`config.mk`:
```
export PLATFORM = sky130hd
export DESIGN_NAME = buf_cnt_ctrl
export DESIGN_NICKNAME = d
export VERILOG_FILES = /design/src/rtl/buf_cnt_ctrl_pkg.sv /design/src/rtl/buf_cnt_ctrl_rr_arb2.sv /design/src/rtl/buf_cnt_ctrl.sv
export SDC_FILE = /design/constraint.sdc
export NUM_CORES = 1
export LEC_CHECK = 0
export BUFFER_PORTS_ARGS = -buffer_cell sky130_fd_sc_hd__clkbuf_2
export CORE_UTILIZATION = 35
export CTS_CLUSTER_DIAMETER = 30
export DETAILED_ROUTE_END_ITERATION = 10
export GPL_TIMING_DRIVEN = 0
export PLACE_DENSITY = 0.66
export RECOVER_POWER = 100
export SYNTH_ARGS = -nofsm -noshare
export SYNTH_HDL_FRONTEND = slang
export SYNTH_SLANG_ARGS = --single-unit
export TNS_END_PERCENT = 1
```
`constraint.sdc`:
```
create_clock -name clk -period 1.4 [get_ports clk]
set_input_delay 0.21 -clock clk [delete_from_list [all_inputs] [get_ports clk]]
set_output_delay 0.21 -clock clk [all_outputs]
set_load 0.02 [all_outputs]
```
`src/rtl/buf_cnt_ctrl_pkg.sv`:
```
// buf_cnt_ctrl_pkg: shared state encoding and constants for the buf_cnt sequencer.
package buf_cnt_ctrl_pkg;
  typedef enum logic [2:0] {IDLE, LOAD, RUN, DONE, ERR} state_e;
  localparam int DEF_W = 8;
  localparam logic DEF_FILL = 1'b0;
  localparam int REQ0 = 0;
  localparam int REQ1 = 1;
endpackage

```
`src/rtl/buf_cnt_ctrl_rr_arb2.sv`:
```
// rr_arb2: two-way round-robin arbiter; the pointer moves only when a grant is issued.
module rr_arb2
  import buf_cnt_ctrl_pkg::*;
(
  input  logic       clk,
  input  logic       rst,
  input  logic       en_i,
  input  logic [1:0] req_i,
  output logic [1:0] gnt_o
);
  logic last_q, last_d;
  // On contention the requester not served last wins.
  assign gnt_o = !en_i ? 2'b00 : (&req_i) ? (last_q ? 2'b01 : 2'b10) : req_i;
  assign last_d = gnt_o[REQ1] ? 1'b1 : gnt_o[REQ0] ? 1'b0 : last_q;
  always_ff @(posedge clk or posedge rst)
    if (rst) last_q <= 1'b1;
    else last_q <= last_d;
endmodule

```
`src/rtl/buf_cnt_ctrl.sv`:
```
// buf_cnt_ctrl: arbitrated load/count/complete sequencer for one buf_cnt datapath.
// Define BUF_CNT_CTRL_TIMEOUT_EN to build the RUN timeout counter and ERR state.
module buf_cnt_ctrl
  import buf_cnt_ctrl_pkg::*;
#(
  parameter int   W       = DEF_W,
  parameter logic FILL    = DEF_FILL,
  parameter int   TIMEOUT = 300
) (
  input  logic         clk,
  input  logic         rst,
  input  logic         req0,
  input  logic         req1,
  input  logic [W-1:0] data0,
  input  logic [W-1:0] data1,
  input  logic         co,
  output logic         gnt0,
  output logic         gnt1,
  output logic         done0,
  output logic         done1,
  output logic         err,
  output logic         busy,
  output logic         ld,
  output logic         en_cnt,
  output logic         en_tri,
  output logic         SI,
  output logic [W-1:0] PI
);
  state_e state_q, state_d;
  logic [1:0] gnt_q, gnt_d, arb_gnt;
  logic [W-1:0] pi_q, pi_d;
  logic tmo;
  rr_arb2 u_arb (
    .clk   (clk),
    .rst   (rst),
    .en_i  (state_q == IDLE),
    .req_i ({req1, req0}),
    .gnt_o (arb_gnt)
  );
`ifdef BUF_CNT_CTRL_TIMEOUT_EN
  localparam int CW = $clog2(TIMEOUT + 1);
  logic [CW-1:0] cnt_q, cnt_d;
  assign cnt_d = state_q == LOAD ? '0 : state_q == RUN ? cnt_q + 1'b1 : cnt_q;
  // Fires on the RUN edge where the count reaches TIMEOUT; co still wins.
  assign tmo = cnt_d == CW'(TIMEOUT);
  assign err = state_q == ERR;
  always_ff @(posedge clk or posedge rst)
    if (rst) cnt_q <= '0;
    else cnt_q <= cnt_d;
`else
  assign tmo = 1'b0;
  assign err = 1'b0;
`endif
  always_comb begin
    state_d = state_q;
    gnt_d = gnt_q;
    pi_d = pi_q;
    case (state_q)
      IDLE: if (|arb_gnt) begin
        state_d = LOAD;
        gnt_d = arb_gnt;
        pi_d = arb_gnt[REQ1] ? data1 : data0;
      end
      LOAD: state_d = RUN;
      RUN: state_d = co ? DONE : tmo ? ERR : RUN;
      default: begin
        state_d = IDLE;
        gnt_d = '0;
      end
    endcase
  end
  always_ff @(posedge clk or posedge rst)
    if (rst) begin
      state_q <= IDLE;
      gnt_q <= '0;
      pi_q <= '0;
    end else begin
      state_q <= state_d;
      gnt_q <= gnt_d;
      pi_q <= pi_d;
    end
  assign gnt0 = gnt_q[REQ0];
  assign gnt1 = gnt_q[REQ1];
  assign done0 = gnt_q[REQ0] & (state_q == DONE || state_q == ERR);
  assign done1 = gnt_q[REQ1] & (state_q == DONE || state_q == ERR);
  assign busy = state_q != IDLE;
  assign ld = state_q == LOAD;
  assign en_cnt = state_q == RUN;
  assign en_tri = state_q == RUN;
  assign SI = (state_q == RUN) & FILL;
  assign PI = pi_q;
endmodule

```
==> results_dict.tcl <==
set metrics [dict create \
    dr.first_iter.drc_count 2 \
    max_freq_mhz 696 \
    ys_seq_area_share_pct 41.8 \
    slew_viol_final 0 \
    insertion_delay_ns 0.27 \
    grtUsageMet1_pct 19.5 \
    status "complete, but fails checks" \
    max_cap_viol_count 0 \
    initial_utilization_pct 38.7 \
    die_x_um 49.3 \
    totalWireLength_mm 1.87 \
    hold_viol_final 0 \
    layoutNonFillerInstCount 158 \
    worstReg2RegStart "state_q[1]" \
    track_usage_pct 16.3 \
    vias 755 \
    crit_path_start_kind "flop" \
    syn_to_final_growth_pct 47.7 \
    power_per_cell_area_nw_per_um2 2230 \
    hpwl_mm 1.26 \
    rsz0062_at_grt "yes" \
    worstSetupStartpoint "state_q[1]" \
    fin_nets 158 \
    fin_crit_sh_pct 103 \
    grt_start_max_net_pins 14 \
    setup_slack_ns -0.0372 \
    netlist_area_um2 782 \
    synthCells 83 \
    firstDrtPassIters 2 \
    antenna_found_initial 0 \
    min_from "data0[6]" \
    yosys_register_bits 13 \
    globalplace.congestion 0.746 \
    clk_pin_slew_ns 0.08 \
    cts_buffers 3 \
    ys_warn_count 0 \
    violations "setup timing" \
    grt_use_met2_pct 28.5 \
    vias_per_cell 4.78 \
    drive_gt1_share_pct 42.7 \
    endpoint_kind "flop" \
    avgSynthCellArea_um2 9.42 \
    cts_root_buf "clkbuf_4" \
    yosysUniqueCellTypes 23 \
    clk_path_buf_depth 2 \
    use_met3_pct 3.12 \
    hold_path_class "input pin to flop" \
    tritoncts "done" \
    fin_crit_ns 1.44 \
    dp.cells 147 \
    leakagePower_uw 0.000541 \
    port_buffers 36 \
    die_h_um 49.3 \
    crit_required_ns 1.61 \
    ant_nets 0 \
    gr-total-overflow 0 \
    dieArea_um2 2430 \
    min_path_cells 3 \
    busiest_layer "met2" \
    grt_pass1_wl_mm 3.02 \
    worst_ep_arrival_time_ns 1.65 \
    grt_pass1_vias 687 \
    path_class "flop to flop" \
    finalSetupViolations 7 \
    n_antenna_cell 0 \
    drc_errors 0 \
    vdd_drop_max_mv 1.03 \
    skew_ns 0.00377 \
    htree_levels 1 \
    fin_hold_ws_ns 0.180 \
    cts_sinks 13 \
    io_pins 39 \
    num-fill-cells 199 \
    r2r_cells 6 \
    num_rows 16 \
    wire_per_inst_um 11.8 \
    core-area_um2 2020 \
    crit_fanout 6 \
]
==> final timing paths <==
kind	slack (ns)	end
worst max-delay path	-0.04	state_q[0]
worst min-delay path	0.18	PI[6]
worst max register to register	-0.04	state_q[0]
worst min register to register	0.51	u_arb.last_q
max in group asynchronous	0.56	u_arb.last_q
min in group asynchronous	0.48	state_q[0]
==> synthesized netlist by cell type <==
| cell | instances | share of area, % |
|---|---|---|
| a311o_1 | 1 | 1.3 |
| a31oi_1 | 8 | 6.4 |
| and2_1 | 2 | 1.6 |
| and2_4 | 1 | 1.1 |
| buf_2 | 2 | 1.3 |
| buf_4 | 3 | 2.9 |
| buf_6 | 1 | 1.4 |
| clkbuf_2 | 2 | 1.3 |
| conb_1 | 1 | 0.48 |
| dfrtp_1 | 12 | 38 |
| dfstp_2 | 1 | 3.4 |
| ha_1 | 5 | 8.0 |
| inv_1 | 4 | 1.9 |
| mux2_2 | 1 | 1.4 |
| nand2_1 | 3 | 1.4 |
| nor2_1 | 9 | 4.3 |
| nor2b_1 | 2 | 1.6 |
| nor3b_1 | 1 | 0.96 |
| nor4bb_1 | 1 | 1.3 |
| o21a_1 | 1 | 0.96 |
| o21ai_0 | 12 | 7.7 |
| o31ai_1 | 2 | 1.9 |
| or3b_1 | 8 | 9.0 |
==> stage by stage <==
| stage | setup slack (ns) | cell area [um2] | utilization, % | TNS, ns | power (uW) |
|---|---|---|---|---|---|
| floorplan | -0.00876 | 810 | - | -0.0157 | 1650 |
| global placement | -0.148 | 1020 | 50.6 | -1.04 | 2000 |
| detailed placement | -0.188 | 1020 | 50.6 | -1.42 | 2030 |
| CTS | -0.0404 | 1140 | 56.6 | -0.373 | 2530 |
| global route | -0.102 | 1150 | 57.1 | -1.06 | 2790 |
| finish | -0.0372 | 1150 | 57.1 | -0.109 | 2580 |
==> what timing repair did <==
| action | CTS | global route |
|---|---|---|
| buffers inserted | 5 | 1 |
| gates cloned | 0 | 1 |
| setup endpoints to repair | 15 | 17 |
| pin swaps | 8 | 2 |
| resized for setup | 16 | 8 |
| hold buffers | 1 | 0 |
| hold endpoints to repair | 12 | 0 |
==> critical path, stage by stage, from the launching register on <==
cell      delay [ns]
dfrtp_1         0.41
inv_2           0.07
ha_4            0.20
buf_4           0.16
buf_4           0.13
nor4bb_1        0.26
a311o_1         0.15
==> placed cells by master, fill, tap and decap left out, types with 2 or more instances in the layout <==
master / count
a31oi_1: 8
and2_1: 2
buf_4: 11
clkbuf_1: 11
clkbuf_2: 25
clkbuf_4: 3
conb_1: 2
dfrtp_1: 12
ha_1: 3
inv_2: 3
nand2_1: 2
nor2_1: 9
nor2b_1: 2
o21ai_0: 7
o21ai_1: 4
or3b_1: 8
==> registers in the layout, summed over array words and instances, names as in the netlist <==
| name | flops |
|---|---|
| gnt_q | 2 |
| state_q | 2 |
| u_arb.last_q | 1 |
| PI | 8 |
==> logic make-up (layout without fill, tap and decap cells) <==
logic type | count (synthesis) | after routing | synth area share, %
mux | 1 | 1 | 1.44
simple gates | 27 | 28 | 21.3
fa+ha+maj | 5 | 5 | 8.00
compound gates | 24 | 24 | 18.2
other cells | 1 | 2 | 0.480
buf+inv | 12 | 58 | 8.80
flops | 13 | 13 | 41.8
==> metal layers <==
layer  vias up  part of all wire, %
li1        388                    -
met1       335                   44
met2        30                   50
met3         2                  5.8
met4         0                 0.48
met5         -                    0
==> report_power, final <==
part           internal, uW  switching, uW  total (uW)  leakage [uW]
sequential              578            124         702      0.000150
combinational           751            901        1650      0.000376
clock                   110            116         227     0.0000150
==> final cells by class <==
| cell class | instances | area, um2 | area share (%) |
|---|---|---|---|
| Timing Repair Buffer | 43 | 241 | 20.9 |
| Buffer | 7 | 53.8 | 4.66 |
| Multi-Input combinational cell | 60 | 458 | 39.7 |
| Tap cell | 27 | 33.8 | 2.93 |
| Clock buffer | 4 | 26.3 | 2.28 |
| Sequential cell | 13 | 327 | 28.3 |
| Inverter | 4 | 15.0 | 1.30 |
(Power assumes the default switching activity.)
